$ cat config.mk
export PLATFORM = sky130hd
export DESIGN_NAME = toll_booth_ctrl
export DESIGN_NICKNAME = d
export VERILOG_FILES = /design/src/rtl/toll_booth_ctrl.sv
export SDC_FILE = /design/constraint.sdc
export NUM_CORES = 1
export LEC_CHECK = 0
export CELL_PAD_IN_SITES_DETAIL_PLACEMENT = 1
export CELL_PAD_IN_SITES_GLOBAL_PLACEMENT = 1
export CORE_MARGIN = 4
export CORE_UTILIZATION = 39
export CTS_BUF_LIST = sky130_fd_sc_hd__clkbuf_16
export CTS_CLUSTER_SIZE = 28
export DETAILED_ROUTE_END_ITERATION = 8
export PLACE_DENSITY = 0.72
export SLEW_MARGIN = 30
export SYNTH_ARGS = -nofsm -noshare
export SYNTH_HDL_FRONTEND = slang
export SYNTH_SLANG_ARGS = --single-unit
export TNS_END_PERCENT = 30
$ cat constraint.sdc
create_clock -name clk -period 2.77 [get_ports clk]
set_input_delay 0.4155 -clock clk [delete_from_list [all_inputs] [get_ports clk]]
set_output_delay 0.4155 -clock clk [all_outputs]
set_load 0.05 [all_outputs]
$ cat src/rtl/toll_booth_ctrl.sv
// Toll-lane controller: accumulates coin credit, returns excess as nickel pulses,
// opens the gate until a car passes or the gate timer expires, and flags gate runners.
module toll_booth_ctrl #(
  parameter int TOLL_CENTS   = 35,
  parameter int CREDIT_W     = 7,
  parameter int GATE_TIMEOUT = 16,
  parameter int TMR_W        = 5
) (
  input  logic                clk,
  input  logic                rst,
  input  logic                N1,
  input  logic                N2,
  input  logic                D,
  input  logic                Q,
  input  logic                car_pass,
  output logic [CREDIT_W-1:0] credit,
  output logic                Paid,
  output logic                Stop,
  output logic                change_nickel,
  output logic                coin_reject,
  output logic                violation
);

  typedef enum logic [1:0] {
    IDLE    = 2'd0,
    COLLECT = 2'd1,
    CHANGE  = 2'd2,
    PAID    = 2'd3
  } state_t;

  localparam logic [CREDIT_W-1:0] TOLL     = CREDIT_W'(TOLL_CENTS);
  localparam logic [CREDIT_W-1:0] NICKEL   = CREDIT_W'(5);
  localparam logic [CREDIT_W-1:0] DIME     = CREDIT_W'(10);
  localparam logic [CREDIT_W-1:0] QUARTER  = CREDIT_W'(25);
  localparam logic [TMR_W-1:0]    TMR_LAST = TMR_W'(GATE_TIMEOUT - 1);

  state_t              state_q, state_d;
  logic [CREDIT_W-1:0] credit_q, credit_d;
  logic [CREDIT_W-1:0] excess_q, excess_d;
  logic [TMR_W-1:0]    timer_q, timer_d;
  logic                paid_q, paid_d;
  logic                stop_q, stop_d;
  logic                change_nickel_q, change_nickel_d;
  logic                coin_reject_q, coin_reject_d;
  logic                violation_q, violation_d;
  logic [CREDIT_W-1:0] coin_sum_s;
  logic [CREDIT_W-1:0] credit_n_s;
  logic                coin_seen_s;

  always_comb begin
    coin_sum_s  = ({CREDIT_W{N1}} & NICKEL) + ({CREDIT_W{N2}} & NICKEL)
                + ({CREDIT_W{D}} & DIME) + ({CREDIT_W{Q}} & QUARTER);
    credit_n_s  = credit_q + coin_sum_s;
    coin_seen_s = (coin_sum_s != {CREDIT_W{1'b0}});
  end

  always_comb begin
    state_d  = state_q;
    credit_d = credit_q;
    excess_d = excess_q;
    timer_d  = timer_q;
    case (state_q)
      IDLE, COLLECT: begin
        if (coin_seen_s) begin
          credit_d = credit_n_s;
          if (credit_n_s < TOLL) begin
            state_d = COLLECT;
          end else if (credit_n_s == TOLL) begin
            state_d = PAID;
            timer_d = {TMR_W{1'b0}};
          end else begin
            state_d  = CHANGE;
            excess_d = credit_n_s - TOLL;
          end
        end else begin
          state_d = state_q;
        end
      end
      CHANGE: begin
        // Last nickel goes out on the cycle excess reaches 5; <= guards a corrupted excess.
        if (excess_q <= NICKEL) begin
          state_d  = PAID;
          excess_d = {CREDIT_W{1'b0}};
          timer_d  = {TMR_W{1'b0}};
        end else begin
          excess_d = excess_q - NICKEL;
        end
      end
      PAID: begin
        if (car_pass || (timer_q == TMR_LAST)) begin
          state_d  = IDLE;
          credit_d = {CREDIT_W{1'b0}};
          timer_d  = {TMR_W{1'b0}};
        end else begin
          timer_d = timer_q + TMR_W'(1);
        end
      end
      default: begin
        state_d  = IDLE;
        credit_d = {CREDIT_W{1'b0}};
        excess_d = {CREDIT_W{1'b0}};
        timer_d  = {TMR_W{1'b0}};
      end
    endcase

    // Outputs follow the next state so they are valid on the same edge as the transition.
    paid_d          = (state_d == PAID);
    stop_d          = ~paid_d;
    change_nickel_d = (state_d == CHANGE);
    coin_reject_d   = coin_seen_s && ((state_q == CHANGE) || (state_q == PAID));
    violation_d     = car_pass && stop_q;
  end

  always_ff @(posedge clk or posedge rst) begin
    if (rst) begin
      state_q         <= IDLE;
      credit_q        <= {CREDIT_W{1'b0}};
      excess_q        <= {CREDIT_W{1'b0}};
      timer_q         <= {TMR_W{1'b0}};
      paid_q          <= 1'b0;
      stop_q          <= 1'b1;
      change_nickel_q <= 1'b0;
      coin_reject_q   <= 1'b0;
      violation_q     <= 1'b0;
    end else begin
      state_q         <= state_d;
      credit_q        <= credit_d;
      excess_q        <= excess_d;
      timer_q         <= timer_d;
      paid_q          <= paid_d;
      stop_q          <= stop_d;
      change_nickel_q <= change_nickel_d;
      coin_reject_q   <= coin_reject_d;
      violation_q     <= violation_d;
    end
  end

  assign credit        = credit_q;
  assign Paid          = paid_q;
  assign Stop          = stop_q;
  assign change_nickel = change_nickel_q;
  assign coin_reject   = coin_reject_q;
  assign violation     = violation_q;

endmodule
Yosys cells after proc, flatten, opt, wreduce, memory -nomap -nowiden --
Cells that the tools add are included.
Cells by class: $add $sub $neg 7, magnitude comparators 2, equal/unequal tests 13, mux-type cells 20, bitwise gates (word level) 1, reduce and logical (&&, ||, !) cells 12
Operator list (number):
- 2-to-1 mux 7 bit | 6
- one-hot mux 7 bit (2 select lines) | 2
- 2-to-1 mux 5 bit | 5
- one-hot mux 5 bit (3 select lines) | 1
- inequality test 2 bit (second input constant) | 6
- == test 2 bit (second input constant) | 4
- 2-to-1 mux 2 bit | 4
- AND reduction 4 bit | 2
- adder 7 x 6 -> 7 bit | 1
- == test 7 x 6 -> 1 bit (second input constant) | 1
- less-or-equal comparator 7 x 3 -> 1 bit (second input constant) | 1
- less-than comparator 7 x 6 -> 1 bit (second input constant) | 1
- nonzero test 7 bit | 1
- subtractor 7 x 3 -> 7 bit (second input constant) | 1
- subtractor 7 x 6 -> 7 bit (second input constant) | 1
- adder 5 x 5 -> 6 bit | 1
- one-hot mux 2 bit (3 select lines) | 1
- adder 4 x 4 -> 5 bit | 1
- adder 5 x 1 -> 5 bit (second input constant) | 1
- == test 5 x 4 -> 1 bit (second input constant) | 1
- adder 3 x 3 -> 4 bit | 1
- nonzero test 2 bit | 2
- AND reduction 3 bit | 1
- == test 2 x 1 -> 1 bit (second input constant) | 1
- other kinds (6) | 8
Word-level totals: register bits 26, input bits 7, output and inout port bits 12, logic and storage cells 64

Depth between registers and ports, before layout --
Gate-level depths: netlist of the first run.
word-level depth 11, gate-level depth with buffers 14, gate-level depth less buffers 13

Worst setup path before layout of the first run --
OpenSTA, ideal clock, no wires.
path type input port to flip-flop, start in Q, end reg timer_q[4], setup time 0.146 ns, arrival time 3.570 ns, data required time 2.624 ns, path slack -0.946 ns, stages on the path 12, cells stage by stage fa_1 -> ha_1 -> and3b_1 -> or4_4 -> and2_1 -> ha_1 -> inv_1 -> o311ai_1 -> and3_1 -> nor2_1 -> nor3_1 -> o22ai_1
Between the ends: word-level cells in the longest chain between the ends 5
RTL lines:
- start: declaration | line 14 | input logic Q,
- adder 5 x 5 -> 6 bit (*) | line 52 | + ({CREDIT_W{D}} & DIME) + ({CREDIT_W{Q}} & QUARTER);
- adder 7 x 6 -> 7 bit | line 53 | credit_n_s = credit_q + coin_sum_s;
- less-than comparator 7 x 6 -> 1 bit / == test 7 x 6 -> 1 bit (equally long branches) | line 66, 68
- inequality test 2 bit (no line)
- AND reduction 4 bit (no line) (*)
- end signal: assignment | line 119 | timer_q <= {TMR_W{1'b0}};
- end signal: assignment | line 129 | timer_q <= timer_d;
- end: declaration | line 40 | logic [TMR_W-1:0] timer_q, timer_d;
Mark *: on every way between the ends. The rest lies on a longest branch, timed or not. A chain may end at the register's enable or synchronous reset.

Final worst setup path of the first run --
start in N1, end reg change_nickel_q, in the netlist change_nickel
RTL lines:
- start: declaration | line 11 | input logic N1,
- adder 3 x 3 -> 4 bit (*) | line 51 | coin_sum_s = ({CREDIT_W{N1}} & NICKEL) + ({CREDIT_W{N2}} & NICKEL)
- adder 4 x 4 -> 5 bit (*) | line 52
- adder 5 x 5 -> 6 bit (*) | line 52
- adder 7 x 6 -> 7 bit | line 53
- less-than comparator 7 x 6 -> 1 bit | line 66 | if (credit_n_s < TOLL) begin
- 2-to-1 mux 2 bit | line 66
- 2-to-1 mux 2 bit (*) | line 64 | if (coin_seen_s) begin
- one-hot mux 2 bit (3 select lines) (*) | line 62 | case (state_q)
- via state_d[1] | line 37 | state_t state_q, state_d;
- == test 2 bit (*) | line 109 | change_nickel_d = (state_d == CHANGE);
- via change_nickel_d | line 43 | logic change_nickel_q, change_nickel_d;
- end signal: assignment | line 132 | change_nickel_q <= change_nickel_d;
- end: declaration | line 43
Mark *: on every way through the listed nets, which the timed path passes. The rest lies on a longest branch.

==> results of run 1 <==
flip-flops by register name, summed over array words and instances, names as in the netlist:
| signal | flops |
|---|---|
| timer_q | 5 |
| Stop | 1 |
| excess_q | 7 |
| violation | 1 |
| state_q | 2 |
| change_nickel | 1 |
| coin_reject | 1 |
| credit | 7 |
| Paid | 1 |
placed cells by master (no fill, tap or decap), types with 2 or more instances in the layout:
master           instances
xnor2_1                  5
a21oi_2                  2
nand3_1                  2
a21oi_1                 11
buf_2                    2
nor3_1                   6
buf_6                    3
ha_4                     4
o31ai_1                  2
nor2_2                   2
dfrtp_1                 25
mux2i_1                  2
nand2_2                  2
nor2b_1                  4
o21ai_1                  9
clkdlybuf4s50_1         14
clkbuf_16                3
and2_1                   3
nand2b_1                 4
inv_2                    2
or2_2                    2
ha_1                    10
nor3b_1                  2
nor2_1                  13
o21ai_0                  9
inv_1                   11
nor2_4                   3
o22ai_1                  4
a211oi_2                 2
nor4_1                   2
and3_1                   2
o21ai_4                  2
a211o_1                  2
buf_4                   47
and3b_1                  2
o21ai_2                  2
nand2_1                 18
a31oi_1                  2
per-stage QoR:
step | TNS [ps] | area, um2 | setup WS [ps] | utilization, %
4_1_cts | -9051 | 2808 | -574.1 | 59.44
3_5_place_dp | -25420 | 2539 | -1302 | 53.75
5_1_grt | -12480 | 2915 | -753.8 | 61.72
2_1_floorplan | -9064 | 2004 | -594.9 | -
3_3_place_gp | -24280 | 2539 | -1257 | 53.75
6_report | -10690 | 2915 | -657.8 | 61.72
how the worst max path moves through the flow:
stage,start,end,depth (start not counted)
floorplan,Q,excess_q[0],14
global placement,Q,excess_q[1],15
detailed placement,Q,excess_q[1],15
CTS,N2,change_nickel,14
global route,N1,excess_q[1],15
finish,N1,change_nickel,15
final cells by class:
| cell class | count | area share, % |
|---|---|---|
| Sequential cell | 26 | 22.36 |
| Clock inverter | 1 | 1.030 |
| Inverter | 13 | 1.674 |
| Clock buffer | 3 | 2.575 |
| Timing Repair Buffer | 67 | 18.71 |
| Tap cell | 67 | 2.876 |
| Multi-Input combinational cell | 173 | 50.77 |
tightest hold or removal path: cells and delay by family:
family / cells / cell delay (ps)
buffers and inverters: 3 / 760
metal layers:
layer  track usage, %  share of wire [%]  vias up
li1                 -                  -      917
met1            29.46                 43     1013
met2            44.18                 51       45
met3            2.668                3.4       15
met4            8.741                2.6        0
met5                0                  0        -
cells by family after synthesis:
| group | Yosys count |
|---|---|
| simple gates | 80 |
| compound gates | 66 |
| buf+inv | 16 |
| mux | 2 |
| fa+ha+maj | 17 |
| xor+xnor | 7 |
| flops | 26 |
report_power, final:
part           internal (mW)  leakage, nW  switching, mW
clock                  0.288       0.0511          0.148
sequential             0.534        0.323          0.163
combinational           1.36        0.892           1.72
what timing repair did:
item                                   CTS  global route
buffers inserted                         9             2
endpoints found under the hold margin    0             0
resized for setup                       38            19
setup endpoints to repair               25            21
cloned                                   1             0
pin swaps                               20            10
==> key figures, run 1 <==
Drt
  • DR WL/cell: 20.72 um
  • # DRC: 0
  • First drt pass iteration count: 4
  • Initial DRC count: 103
  • Routed Antenna Nets: 0
  • Drt total wl: 7.253 mm
  • Via count: around 2,000
  • Via density: around 5.7

STA
  • RSZ-0062 raised after global routing: yes
  • Worst-Margin Slew: ~670 ps
  • Worst rel slew slack: 55.22%
  • Worst hold slack: 506.6 ps
  • Final worst path period need: 3428 ps
  • Worst Skew: 1.689 ps
  • Endpoints failing setup: 19
  • Endpoints failing hold: 0
  • Setup WS post-layout: -657.8 ps
  • Post-route clock period utilization: 123.7%
  • Slew Limit Fails: 0
  • Achievable Freq: 291.7 MHz

Clocking
  • CTS buffer count: 3
  • Max Root-Sink Buffers: 2
  • Clock Latency Late Sink: 270 ps
  • CTS Sinks: 26
  • Hold-fix buffers, CTS: 0
  • Clock transition at path regs: 70 ps
  • H-tree depth: 1
  • Root buf cell: clkbuf_16
  • CTS tree: done

Pwr
  • Total Power: 4.221 mW
  • Pwr dens: 1448 nW/um2
  • Leakage: 1.267 nW
  • Peak VDD IR: 0.7468 mV

Synthesis
  • Register area share after synthesis: 34.16%
  • Synth Area in Compound Gates: 23.87%
  • Main combinational cell family by area after synthesis: compound AO/OA/AOI/OAI gates
  • Yosys top cell area share: 32.79%
  • Count leader, synth: dfrtp_1
  • XOR/XNOR Fraction of Synth Area: 3.213%
  • Number of synthesized flops with an enable pin: 0
  • Fraction of registers with async set/reset: 100.0%
  • Synth Net Count: 238
  • Syn Inst Count: 214
  • Synth Cell Area: 1908 um2
  • Synthesis-stage register bit count: 26
  • Yosys warning count: 0
  • Area share of fa/ha/maj cells after synthesis: a little under an eighth
  • Simple-Gate Fraction of Synth Area: 22.23%
  • Mux share of post-synthesis cell area: 1.049%
  • Netlist cell types: 50
  • Main synth FF type: dfrtp_1
  • Top area cells in the synthesized netlist: dfrtp_1 33%, ha_1 9.8%, o21ai_0 5.0%
  • Avg Inst Size Synth: 8.916 um2
  • Post-synth top cells: 25 x dfrtp_1, 20 x nand2_1, 19 x o21ai_0
  • Synth area leader: dfrtp_1

Finish
  • Fillers: 523
  • FF/Latch Area: 651.9 um2
  • Area of the multi-input gates: 1480 um2
  • Non-Filler Instances: 350
  • Final #Nets: approximately 310
  • Area Growth Syn to Fin: 52.79%
  • # diodes: 0
  • Layout cells sized above 1: 37.46%

Worst setup path
  • Type of origin of the critical path: primary input
  • Most common cell on crit path: ha_4
  • Worst path max stage delay: 440 ps
  • Maximum fanout along the worst path: 4
  • Worst EP required: ~2900 ps
  • Critical path's slowest cell: or4_4
  • WP data arrival: 3590 ps
  • Worst setup path class: primary input to flop
  • Critical Path End Type: flop
  • R2R depth: 12
  • FF-to-FF End: change_nickel
  • Worst-path cell chain: buf_2 -> fa_2 -> ha_4 -> and3b_1 -> or4_4 -> and2_4 -> ha_4 -> o21ai_4 -> o21ai_2 -> or3b_4 -> a21o_4 -> nor2_4 -> buf_4 -> nor2_1 -> and2_1
  • Reg2reg setup slack: -200 ps
  • Crit path max-delay family: simple AND/OR/NAND/NOR gates
  • Worst Path Buf+Inv: 2
  • Worst reg2reg path startpoint: credit[0]

Global route
  • First-pass GRT wire length: 11.52 mm
  • Pin count of the biggest net entering global routing: 27
  • GR Overflow Total: 0
  • Vias in the first global route: 2,162
  • GRT Total Usage: 24.33%
  • Initial antenna violation count: 0

Floorplan
  • Die area: 6075 um2
  • Num rows: 25
  • Die extent in x: 77.95 um
  • Core Region: 4723 um2
  • Num ports: 19
  • Initial Util: 40.40%
  • Die height: 77.95 um

Placement
  • # port buffers: 18
  • Dpl hpwl: approximately 4.3 mm
  • Gpl congestion: 0.8400
  • Cell total after placement: 335

Run status
  • Failing checks: setup timing
  • Status: finished with violations

Run
  • MaxCap Viol Count: 0

Min path
  • Hold WC Path Type: primary input to async pin
No activity file was read; power rests on OpenSTA's default activity.
==> run 2: changes to the inputs <==
- CORE_MARGIN: 4 -> unset
- SLEW_MARGIN: 30 -> unset
==> key figures, run 2 (synthesis results as in run 1) <==
Drt
  • # DRC: 0 (unchanged)
  • Met2 WL post-DR: 2.934 mm (was 3.730 mm)
  • Uppermost routed layer: met4 (unchanged)
  • First drt pass iteration count: 4 (unchanged)
  • Drt total wl: 6.187 mm (was 7.253 mm)
  • Via density: 5.472 (was 5.686)
  • DRT met1 WL: 2.965 mm (was 3.088 mm)
  • DR WL/cell: 18.04 um (was 20.72 um)
  • Routed Antenna Nets: 0 (unchanged)
  • Initial DRC count: 73 (was 103)
  • Via count: 1,877 (was 1,990)
  • Met3 wire len: 182 um (was 244 um)

Clocking
  • Max Root-Sink Buffers: 2 (unchanged)
  • Clock transition at path regs: 70 ps (about the same)
  • CTS buffer count: 3 (unchanged)
  • H-tree depth: 1 (unchanged)
  • CTS Sinks: 26 (unchanged)
  • Root buf cell: clkbuf_16 (unchanged)
  • CTS tree: done (unchanged)
  • Clock Latency Late Sink: 270 ps (about the same)

STA
  • Final worst path period need: 3416 ps (was 3428 ps)
  • Endpoints failing hold: 0 (unchanged)
  • Achievable Freq: 292.8 MHz (was 291.7 MHz)
  • Setup WS post-layout: -645.5 ps (was -657.8 ps)
  • Worst hold slack: 493.3 ps (was 506.6 ps)
  • RSZ-0062 raised after global routing: yes (unchanged)
  • Worst rel slew slack: 56.23% (was 55.22%)
  • Slew Limit Fails: 0 (unchanged)
  • Post-route clock period utilization: 123.3% (was 123.7%)
  • Worst Skew: 2.749 ps (was 1.689 ps)
  • Endpoints failing setup: 18 (was 19)
  • Worst-Margin Slew: 652.2 ps (was 667.2 ps)

Floorplan
  • Die extent in x: 71.95 um (was 77.95 um)
  • Core Region: 4723 um2 (unchanged)
  • Initial Util: 40.40% (unchanged)
  • Num rows: 25 (unchanged)
  • Die height: 71.95 um (was 77.95 um)
  • Num ports: 19 (unchanged)
  • Die area: 5176 um2 (was 6075 um2)

Run status
  • Failing checks: setup timing (unchanged)
  • Status: finished with violations (unchanged)

Placement
  • Placed inst area: 2524 um2 (was 2539 um2)
  • # port buffers: 18 (unchanged)
  • Gpl congestion: 0.7931 (was 0.8400)
  • Dpl hpwl: 4.309 mm (was 4.346 mm)

Global route
  • Initial antenna violation count: 0 (unchanged)
  • GRT Total Usage: 24.81% (was 24.33%)
  • First-pass GRT wire length: 9.894 mm (was 11.52 mm)
  • GR Overflow Total: 0 (unchanged)
  • Pin count of the biggest net entering global routing: 27 (unchanged)
  • Vias in the first global route: 1,961 (was 2,162)

Worst setup path
  • Worst setup path class: primary input to flop (unchanged)
  • Worst-path cell chain: buf_8 -> fa_2 -> ha_4 -> and3b_1 -> or4_4 -> and2_4 -> ha_4 -> o21ai_2 -> o21ai_2 -> or3b_4 -> a21o_4 -> o21ai_4 -> nor2_1 -> a21oi_1 (was buf_2 -> fa_2 -> ha_4 -> and3b_1 -> or4_4 -> and2_4 -> ha_4 -> o21ai_4 -> o21ai_2 -> or3b_4 -> a21o_4 -> nor2_4 -> buf_4 -> nor2_1 -> and2_1)
  • Type of origin of the critical path: primary input (unchanged)
  • Reg2reg setup slack: -110 ps (was -200 ps)
  • Crit path launch: N2 (was N1)
  • Worst reg2reg path startpoint: credit[0] (unchanged)
  • WP data arrival: 3590 ps (about the same)
  • Maximum fanout along the worst path: 7 (was 4)
  • Worst path max stage delay: 420 ps (was 440 ps)
  • Critical path's slowest cell: fa_2 (was or4_4)
  • Worst EP required: 2950 ps (was 2940 ps)
  • Critical Path End Type: flop (unchanged)

Finish
  • FF/Latch Area: 651.9 um2 (unchanged)
  • Most frequent cells in the layout: 42 x buf_4, 25 x dfrtp_1, 18 x nand2_1, 15 x nor2_1, 14 x clkdlybuf4s50_1 (was 47 x buf_4, 25 x dfrtp_1, 18 x nand2_1, 14 x clkdlybuf4s50_1, 13 x nor2_1)
  • Area of the multi-input gates: 1428 um2 (was 1480 um2)
  • Layout cells sized above 1: 35.51% (was 37.46%)
  • # diodes: 0 (unchanged)
  • Fin area: 2806 um2 (was 2915 um2)
  • Fillers: 549 (was 523)
  • Final #Nets: 301 (was 308)
  • Most common cell after layout, fill and taps aside: buf_4 (unchanged)
  • Layout Utilization: 59.42% (was 61.72%)
  • Area Growth Syn to Fin: 47.08% (was 52.79%)

Min path
  • Worst hold path startpoint: timer_q[3]
  • Hold WC Path Type: flop to flop (was primary input to async pin)

Pwr
  • Leakage: 1.221 nW (was 1.267 nW)
  • Peak VDD IR: 0.5375 mV (was 0.7468 mV)
  • Pwr dens: 1384 nW/um2 (was 1448 nW/um2)

Run
  • MaxCap Viol Count: 0 (unchanged)
==> run 2: cell count changes in the layout (fill, tap and decap cells not counted), moves of 3 or more <==
| cell | change |
|---|---|
| buf_4 | -5 |
| buf_6 | -3 |
| o21ai_0 | +3 |
| o21ai_1 | -3 |
==> run 2: path summary, 6_finish.rpt <==
| kind | to | depth (start not counted) |
|---|---|---|
| worst max-delay path | excess_q[0] | 14 |
| min in group asynchronous | credit[2] | 3 |
| worst min-delay path | timer_q[3] | 1 |
| worst min register to register | timer_q[3] | 1 |
| worst max register to register | excess_q[0] | 10 |
| max in group asynchronous | Stop | 3 |
==> run 2: layer usage <==
metal | GRT usage, % | up-vias
met2 | 40.15 | 38
met1 | 35.08 | 921
met4 | 7.625 | 0
met5 | 0 | -
met3 | 2.778 | 10
li1 | - | 908
==> run 2: stage by stage <==
step / TNS [ps] / instances / total power, mW / setup WS (ps)
after global routing: -11740 / 343 / 4.115 / -754.5
after global placement: -24300 / 333 / 2.978 / -1274
after floorplan: -9064 / 214 / 2.199 / -594.9
final: -9626 / 343 / 3.885 / -645.5
after detailed placement: -26140 / 333 / 3.055 / -1350
after CTS: -9298 / 341 / 3.713 / -602.1
==> run 2: power by group <==
part | switching (mW) | leakage [nW] | internal [mW]
Clock | 0.149 | 0.0511 | 0.288
Combinational | 1.57 | 0.847 | 1.19
Sequential | 0.153 | 0.323 | 0.534
==> run 2: critical path: cells and delay by family <==
kind	cells	cell delay [ps]
simple gates	5	1240
compound gates	5	950
buf+inv	1	100
fa+ha+maj	3	880
==> run 2: cell type report <==
| class | instances | area share [%] |
|---|---|---|
| clock inverters | 1 | 1.070 |
| multi-input cells | 173 | 50.87 |
| clock buffers | 3 | 2.675 |
| well taps | 67 | 2.987 |
| flip-flops and latches | 26 | 23.23 |
| inverters | 13 | 1.739 |
| repair buffers | 60 | 17.43 |
==> run 2: repair_timing <==
action,in CTS,in global routing
hold buffers,0,0
cloned,1,0
buffers inserted,4,2
gates resized for setup,31,15
endpoints found under the setup margin,25,21
pin swaps,15,8
